File: src/rtl/perf_monitor_pkg.sv
// Shared types and constants for the run/performance monitor.
// Holds the state encoding, read-select width helper and default sizing.
package perf_monitor_pkg;

  typedef enum logic [1:0] {
    StRun     = 2'd0,
    StHalted  = 2'd1,
    StTimeout = 2'd2
  } state_e;

  localparam int unsigned DefCntW          = 32;
  localparam int unsigned DefTimeoutCycles = 500000;

  // Select 0 is the cycle counter, 1..num_evt are the event channels.
  function automatic int unsigned sel_width(input int unsigned num_evt);
    return (num_evt == 0) ? 1 : $clog2(num_evt + 1);
  endfunction

endpackage

File: src/rtl/sat_counter.sv
// Saturating up-counter with sticky overflow flag.
// The increment that would wrap holds the value at max and sets ovf.
module sat_counter #(
  parameter int unsigned W = 32
) (
  input  logic         clk,
  input  logic         rst_n,
  input  logic         clr,
  input  logic         inc,
  output logic [W-1:0] q,
  output logic         ovf
);

  logic [W-1:0] q_q, q_d;
  logic         ovf_q, ovf_d;
  logic         at_max;

  assign at_max = &q_q;

  always_comb begin
    q_d   = q_q;
    ovf_d = ovf_q;
    if (clr) begin
      q_d   = '0;
      ovf_d = 1'b0;
    end else if (inc) begin
      if (at_max) begin
        ovf_d = 1'b1;
      end else begin
        q_d = q_q + 1'b1;
      end
    end
  end

  always_ff @(posedge clk or negedge rst_n) begin
    if (!rst_n) begin
      q_q   <= '0;
      ovf_q <= 1'b0;
    end else begin
      q_q   <= q_d;
      ovf_q <= ovf_d;
    end
  end

  assign q   = q_q;
  assign ovf = ovf_q;

endmodule

File: src/rtl/perf_monitor.sv
// Run/performance monitor: cycle and per-channel event counters, halt capture,
// programmable run timeout and a registered counter read port.
module perf_monitor
  import perf_monitor_pkg::*;
#(
  parameter int unsigned CNT_W          = DefCntW,
  parameter int unsigned NUM_EVT        = 4,
  parameter int unsigned RET_W          = 16,
  parameter int unsigned TIMEOUT_CYCLES = DefTimeoutCycles,
  parameter int unsigned SIM_FINISH     = 0,
  localparam int unsigned SEL_W         = sel_width(NUM_EVT)
) (
  input  logic               clk,
  input  logic               rst_n,
  input  logic               clear,
  input  logic               run_en,
  input  logic               is_halt,
  input  logic [RET_W-1:0]   ret_val,
  input  logic [NUM_EVT-1:0] evt,
  input  logic [SEL_W-1:0]   rd_sel,
  output logic [CNT_W-1:0]   rd_data,
  output logic               rd_ovf,
  output logic               halted,
  output logic               timed_out,
  output logic               done,
  output logic [RET_W-1:0]   result
);

  state_e             state_q, state_d;
  logic [RET_W-1:0]   result_q, result_d;
  logic [CNT_W-1:0]   rd_data_q, rd_data_d;
  logic               rd_ovf_q, rd_ovf_d;

  logic               count_en;
  logic               timeout_hit;
  logic [CNT_W-1:0]   cyc_cnt;
  logic               cyc_ovf;
  logic [CNT_W-1:0]   evt_cnt [NUM_EVT];
  logic [NUM_EVT-1:0] evt_ovf;

  // Counters advance only while running; clear zeroes them on the same edge.
  assign count_en = (state_q == StRun) && run_en && !clear;

  if (TIMEOUT_CYCLES != 0) begin : g_timeout
    // Compare in 64 bits so a limit wider than the counter never falsely matches.
    assign timeout_hit = (64'(cyc_cnt) == (64'(TIMEOUT_CYCLES) - 64'd1));
  end else begin : g_no_timeout
    assign timeout_hit = 1'b0;
  end

  sat_counter #(
    .W (CNT_W)
  ) u_cyc_cnt (
    .clk   (clk),
    .rst_n (rst_n),
    .clr   (clear),
    .inc   (count_en),
    .q     (cyc_cnt),
    .ovf   (cyc_ovf)
  );

  for (genvar i = 0; i < NUM_EVT; i++) begin : g_evt
    sat_counter #(
      .W (CNT_W)
    ) u_evt_cnt (
      .clk   (clk),
      .rst_n (rst_n),
      .clr   (clear),
      .inc   (count_en && evt[i]),
      .q     (evt_cnt[i]),
      .ovf   (evt_ovf[i])
    );
  end

  always_comb begin
    state_d  = state_q;
    result_d = result_q;
    if (clear) begin
      state_d  = StRun;
      result_d = '0;
    end else if ((state_q == StRun) && run_en) begin
      if (is_halt) begin
        state_d  = StHalted;
        result_d = ret_val;
      end else if (timeout_hit) begin
        state_d = StTimeout;
      end
    end
  end

  always_comb begin
    rd_data_d = '0;
    rd_ovf_d  = 1'b0;
    if (rd_sel == '0) begin
      rd_data_d = cyc_cnt;
      rd_ovf_d  = cyc_ovf;
    end
    for (int i = 0; i < NUM_EVT; i++) begin
      if (rd_sel == SEL_W'(i + 1)) begin
        rd_data_d = evt_cnt[i];
        rd_ovf_d  = evt_ovf[i];
      end
    end
  end

  always_ff @(posedge clk or negedge rst_n) begin
    if (!rst_n) begin
      state_q   <= StRun;
      result_q  <= '0;
      rd_data_q <= '0;
      rd_ovf_q  <= 1'b0;
    end else begin
      state_q   <= state_d;
      result_q  <= result_d;
      rd_data_q <= rd_data_d;
      rd_ovf_q  <= rd_ovf_d;
    end
  end

  assign rd_data   = rd_data_q;
  assign rd_ovf    = rd_ovf_q;
  assign halted    = (state_q == StHalted);
  assign timed_out = (state_q == StTimeout);
  assign done      = halted || timed_out;
  assign result    = result_q;

`ifndef SYNTHESIS
  if (SIM_FINISH != 0) begin : g_sim_finish
    always_ff @(posedge clk) begin
      if (rst_n && (state_q == StRun) && (state_d == StHalted)) begin
        $display("Finished with %0d", ret_val);
        $finish;
      end else if (rst_n && (state_q == StRun) && (state_d == StTimeout)) begin
        $display("ran for %0d cycles", TIMEOUT_CYCLES);
        $finish;
      end
    end
  end
`endif

endmodule

File: config.mk
export PLATFORM = sky130hd
export DESIGN_NAME = perf_monitor
export DESIGN_NICKNAME = d
export VERILOG_FILES = /design/src/rtl/perf_monitor_pkg.sv /design/src/rtl/sat_counter.sv /design/src/rtl/perf_monitor.sv
export SDC_FILE = /design/constraint.sdc
export NUM_CORES = 1
export LEC_CHECK = 0
export ABC_AREA = 1
export BUFFER_PORTS_ARGS = -buffer_cell sky130_fd_sc_hd__buf_2
export CAP_MARGIN = 0
export CORE_MARGIN = 2
export CORE_UTILIZATION = 57
export CTS_CLUSTER_SIZE = 20
export DETAILED_ROUTE_END_ITERATION = 12
export PLACE_DENSITY = 0.78
export SKIP_CTS_REPAIR_TIMING = 1
export SYNTH_ARGS = -nofsm -noshare
export SYNTH_HDL_FRONTEND = slang
export SYNTH_HIERARCHICAL = 1
export SYNTH_SLANG_ARGS = --single-unit
File: constraint.sdc
create_clock -name clk -period 2.3 [get_ports clk]
set_input_delay 0.345 -clock clk [delete_from_list [all_inputs] [get_ports clk]]
set_output_delay 0.345 -clock clk [all_outputs]
set_load 0.02 [all_outputs]
==> flow_summary.json <==
{
  "synth_top_area_cell": "dfrtp_1",
  "status": "complete, no violations",
  "maxSlewViolCount": 0,
  "power_frac_comb_pct": 6.7,
  "worstHoldPathType": "primary input to flip-flop",
  "pwr-share-seq_pct": 44.1,
  "share_clk_of_total_power_pct": 49.1,
  "grt_pass1_wl_um": 64800,
  "start_kind": "flip-flop",
  "dp_hpwl_um": 30200,
  "h-tree-depth": 1,
  "holdWs_ns": 0.0623,
  "path_clk_slew_ns": 0.06,
  "ys_warn_count": 6,
  "dieHeight_um": 165,
  "rows": 58,
  "synth_compound_area_share_pct": 12.9,
  "cap_violations": 0,
  "synth-seq-cells": 216,
  "clock_sinks": 216,
  "power_switching_mw": 2.17,
  "ios": 80,
  "yosysUniqueCellTypes": 36,
  "hold_viol": 0,
  "synth.area.top_cells": "dfrtp_1 37%, nand2_1 16%, o21ai_2 7.7%, inv_1 5.3%, nor2_1 5.0%",
  "setup_tns_ns": 0,
  "syn_nets": 1990,
  "cts_made_buffers": 26,
  "gp_congestion": 1.01,
  "via_per_inst": 5.53,
  "muxShareOfSynthArea_pct": 0,
  "synth_top_family_by_area": "simple AND/OR/NAND/NOR gates",
  "fmax_mhz": 464,
  "crit_arrival_ns": 2.57,
  "die_x_um": 165,
  "rsz0062_at_grt": "no",
  "period_share_pct": 93.7,
  "worst_pin_slew_ns": 0.623,
  "die-area_sq_mm": 0.0272,
  "switching_share_pct": 24.5,
  "maxSlewHeadroom_pct": 58.4,
  "clock_latency_ns": 0.54,
  "ir_drop_v": 0.000468,
  "critPathKind": "flip-flop to flip-flop",
  "antenna_found_initial": 2,
  "ys_seq_area_share_pct": 36.7,
  "drc": 0,
  "dr.pass1.iters": 6,
  "cts_buffer_depth": 3,
  "grt_start_max_net_pins": 70,
  "critPathCaptureType": "flip-flop",
  "drive_gt1_share_pct": 23.4,
  "synth_flop_cell": "dfrtp_1",
  "grt-ovfl-total": 0,
  "grt_pass1_vias": 12318,
  "finClkSkew_ns": 0.0124,
  "syn_avg_cell_area_sq_um": 7.54,
  "synth_xor_area_share_pct": 4.16,
  "core_area_sq_mm": 0.0253,
  "worst-path-max-fanout": 36,
  "ant_nets": 0,
  "required_ns": 2.71,
  "p_leak_nw": 6.81,
  "wire_per_inst_um": 17.1,
  "track_usage_pct": 30.3,
  "cts_tree": "yes",
  "synthToLayoutAreaGrowth_pct": 9.61,
  "p_int_mw": 6.68,
  "synth_area_sq_mm": 0.0147,
  "synth-simple-area-share_pct": 36.3,
  "antenna-diode-count": 0,
  "power.density_mw_per_mm2": 548,
  "vias": 13233,
  "clockRootBuffer": "clkbuf_16",
  "yosysTopAreaCellShare_pct": 36.7,
  "post-route-min-period_ns": 2.15,
  "synthAdderAreaFrac_pct": 0.679,
  "wirelength_um": 40800,
  "async_flop_share_pct": 100,
  "setup_violations": 0,
  "start_util_pct": 58.4,
  "synthCells": 1954,
  "drt_iter0_drc": 1343,
  "synth_edf_count": 0,
  "io_buffers": 79,
  "finalNetCount": 2078
}
## kinds of logic (layout without fill, tap and decap cells)
kind of cell,after synthesis,count (layout)
compound gates,257,257
buf+inv,260,368
fa+ha+maj,8,8
simple gates,1143,1143
flops,216,216
xor+xnor,70,70
## worst max-delay path, cell delays in order, from the launching register on
cell	delay (ns)
dfrtp_1	0.40
inv_1	0.09
ha_1	0.17
inv_1	0.08
nor3_4	0.18
inv_1	0.16
nor2_1	0.26
or2_2	0.22
nand2_8	0.20
nand2_1	0.18
o21ai_2	0.07
## per-stage QoR
stage          utilization (%)  cell area, sq um  setup slack [ns]  cells  power (mW)
6_report                  64.0             16200             0.146   2392        8.85
5_1_grt                   64.0             16200            0.0626   2392        9.13
4_1_cts                   63.9             16100             0.175   2391        8.88
3_5_place_dp              60.3             15200             0.195   2343        4.57
3_3_place_gp              60.3             15200             0.309   2343        4.55
2_1_floorplan                -             14700             0.196   1954        4.41
## synth_stat cells, types with 16 or more instances
master and number:
nand2_1 612, nor2_1 195, o21ai_0 30, a32o_1 16
nand2_2 115, inv_1 210, nand3_1 123, dfrtp_1 216
o22ai_1 21, nor2_2 31, xor2_1 25, a21oi_1 38
o21ai_2 130, xnor2_1 45
## registers in the layout (all words and copies together), names as in the netlist
register             cells
g_evt.u_evt_cnt/ovf      4
g_evt.u_evt_cnt/q      128
rd_data                 32
rd_ovf                   1
result                  16
state_q                  2
u_cyc_cnt/ovf            1
u_cyc_cnt/q             32
## layout by cell type, fill, tap and decap left out, drive strengths merged
cell,count
nand2,737
nor2,241
dfrtp,216
inv,216
o21ai,172
nand3,139
buf,104
xnor2,45
a21oi,38
clkbuf,36
xor2,25
o22ai,21
a32o,16
or2,10
nand4,9
ha,8
clkinv,7
nand3b,5
o211ai,5
o21bai,5
bufinv,3
nor3,2
clkinvlp,1
dlygate4sd3,1
## worst paths after layout
kind / cells after the start / from / to / slack [ns]
max: 10 / state_q[0] / g_evt[1].u_evt_cnt/q[2] / 0.15
max in group asynchronous: 3 / rst_n / g_evt[1].u_evt_cnt/q[12] / 1.13
max reg2reg: 10 / state_q[0] / g_evt[1].u_evt_cnt/q[2] / 0.15
min reg2reg: 1 / result[7] / result[7] / 0.49
min in group asynchronous: 2 / rst_n / u_cyc_cnt/q[6] / 0.34
min: 2 / ret_val[14] / result[14] / 0.06
## routing by layer
| layer | up-vias | track usage [%] | part of all wire (%) |
|---|---|---|---|
| met2 | 463 | 47.3 | 45 |
| met3 | 88 | 4.72 | 7.6 |
| met1 | 6336 | 43.5 | 44 |
| li1 | 6346 | - | - |
| met4 | 0 | 9.37 | 2.9 |
| met5 | - | 0 | 0 |
## power by group through the flow
| stage | registers, mW | logic, mW | clock network (mW) |
|---|---|---|---|
| after floorplan | 3.99 | 0.420 | 0 |
| after global placement | 3.97 | 0.580 | 0 |
| after detailed placement | 3.97 | 0.598 | 0 |
| after CTS | 3.90 | 0.599 | 4.38 |
| after global routing | 3.91 | 0.653 | 4.57 |
| final | 3.90 | 0.597 | 4.35 |
## cell type report
type | count | area, sq um
Fill cell | 2214 | 9090
Clock inverter | 12 | 141
Timing Repair Buffer | 105 | 653
Inverter | 215 | 807
Clock buffer | 36 | 769
Sequential cell | 216 | 5410
Tap cell | 330 | 413
Multi-Input combinational cell | 1478 | 7970
Note: power is estimated with default switching activity, not from simulation.
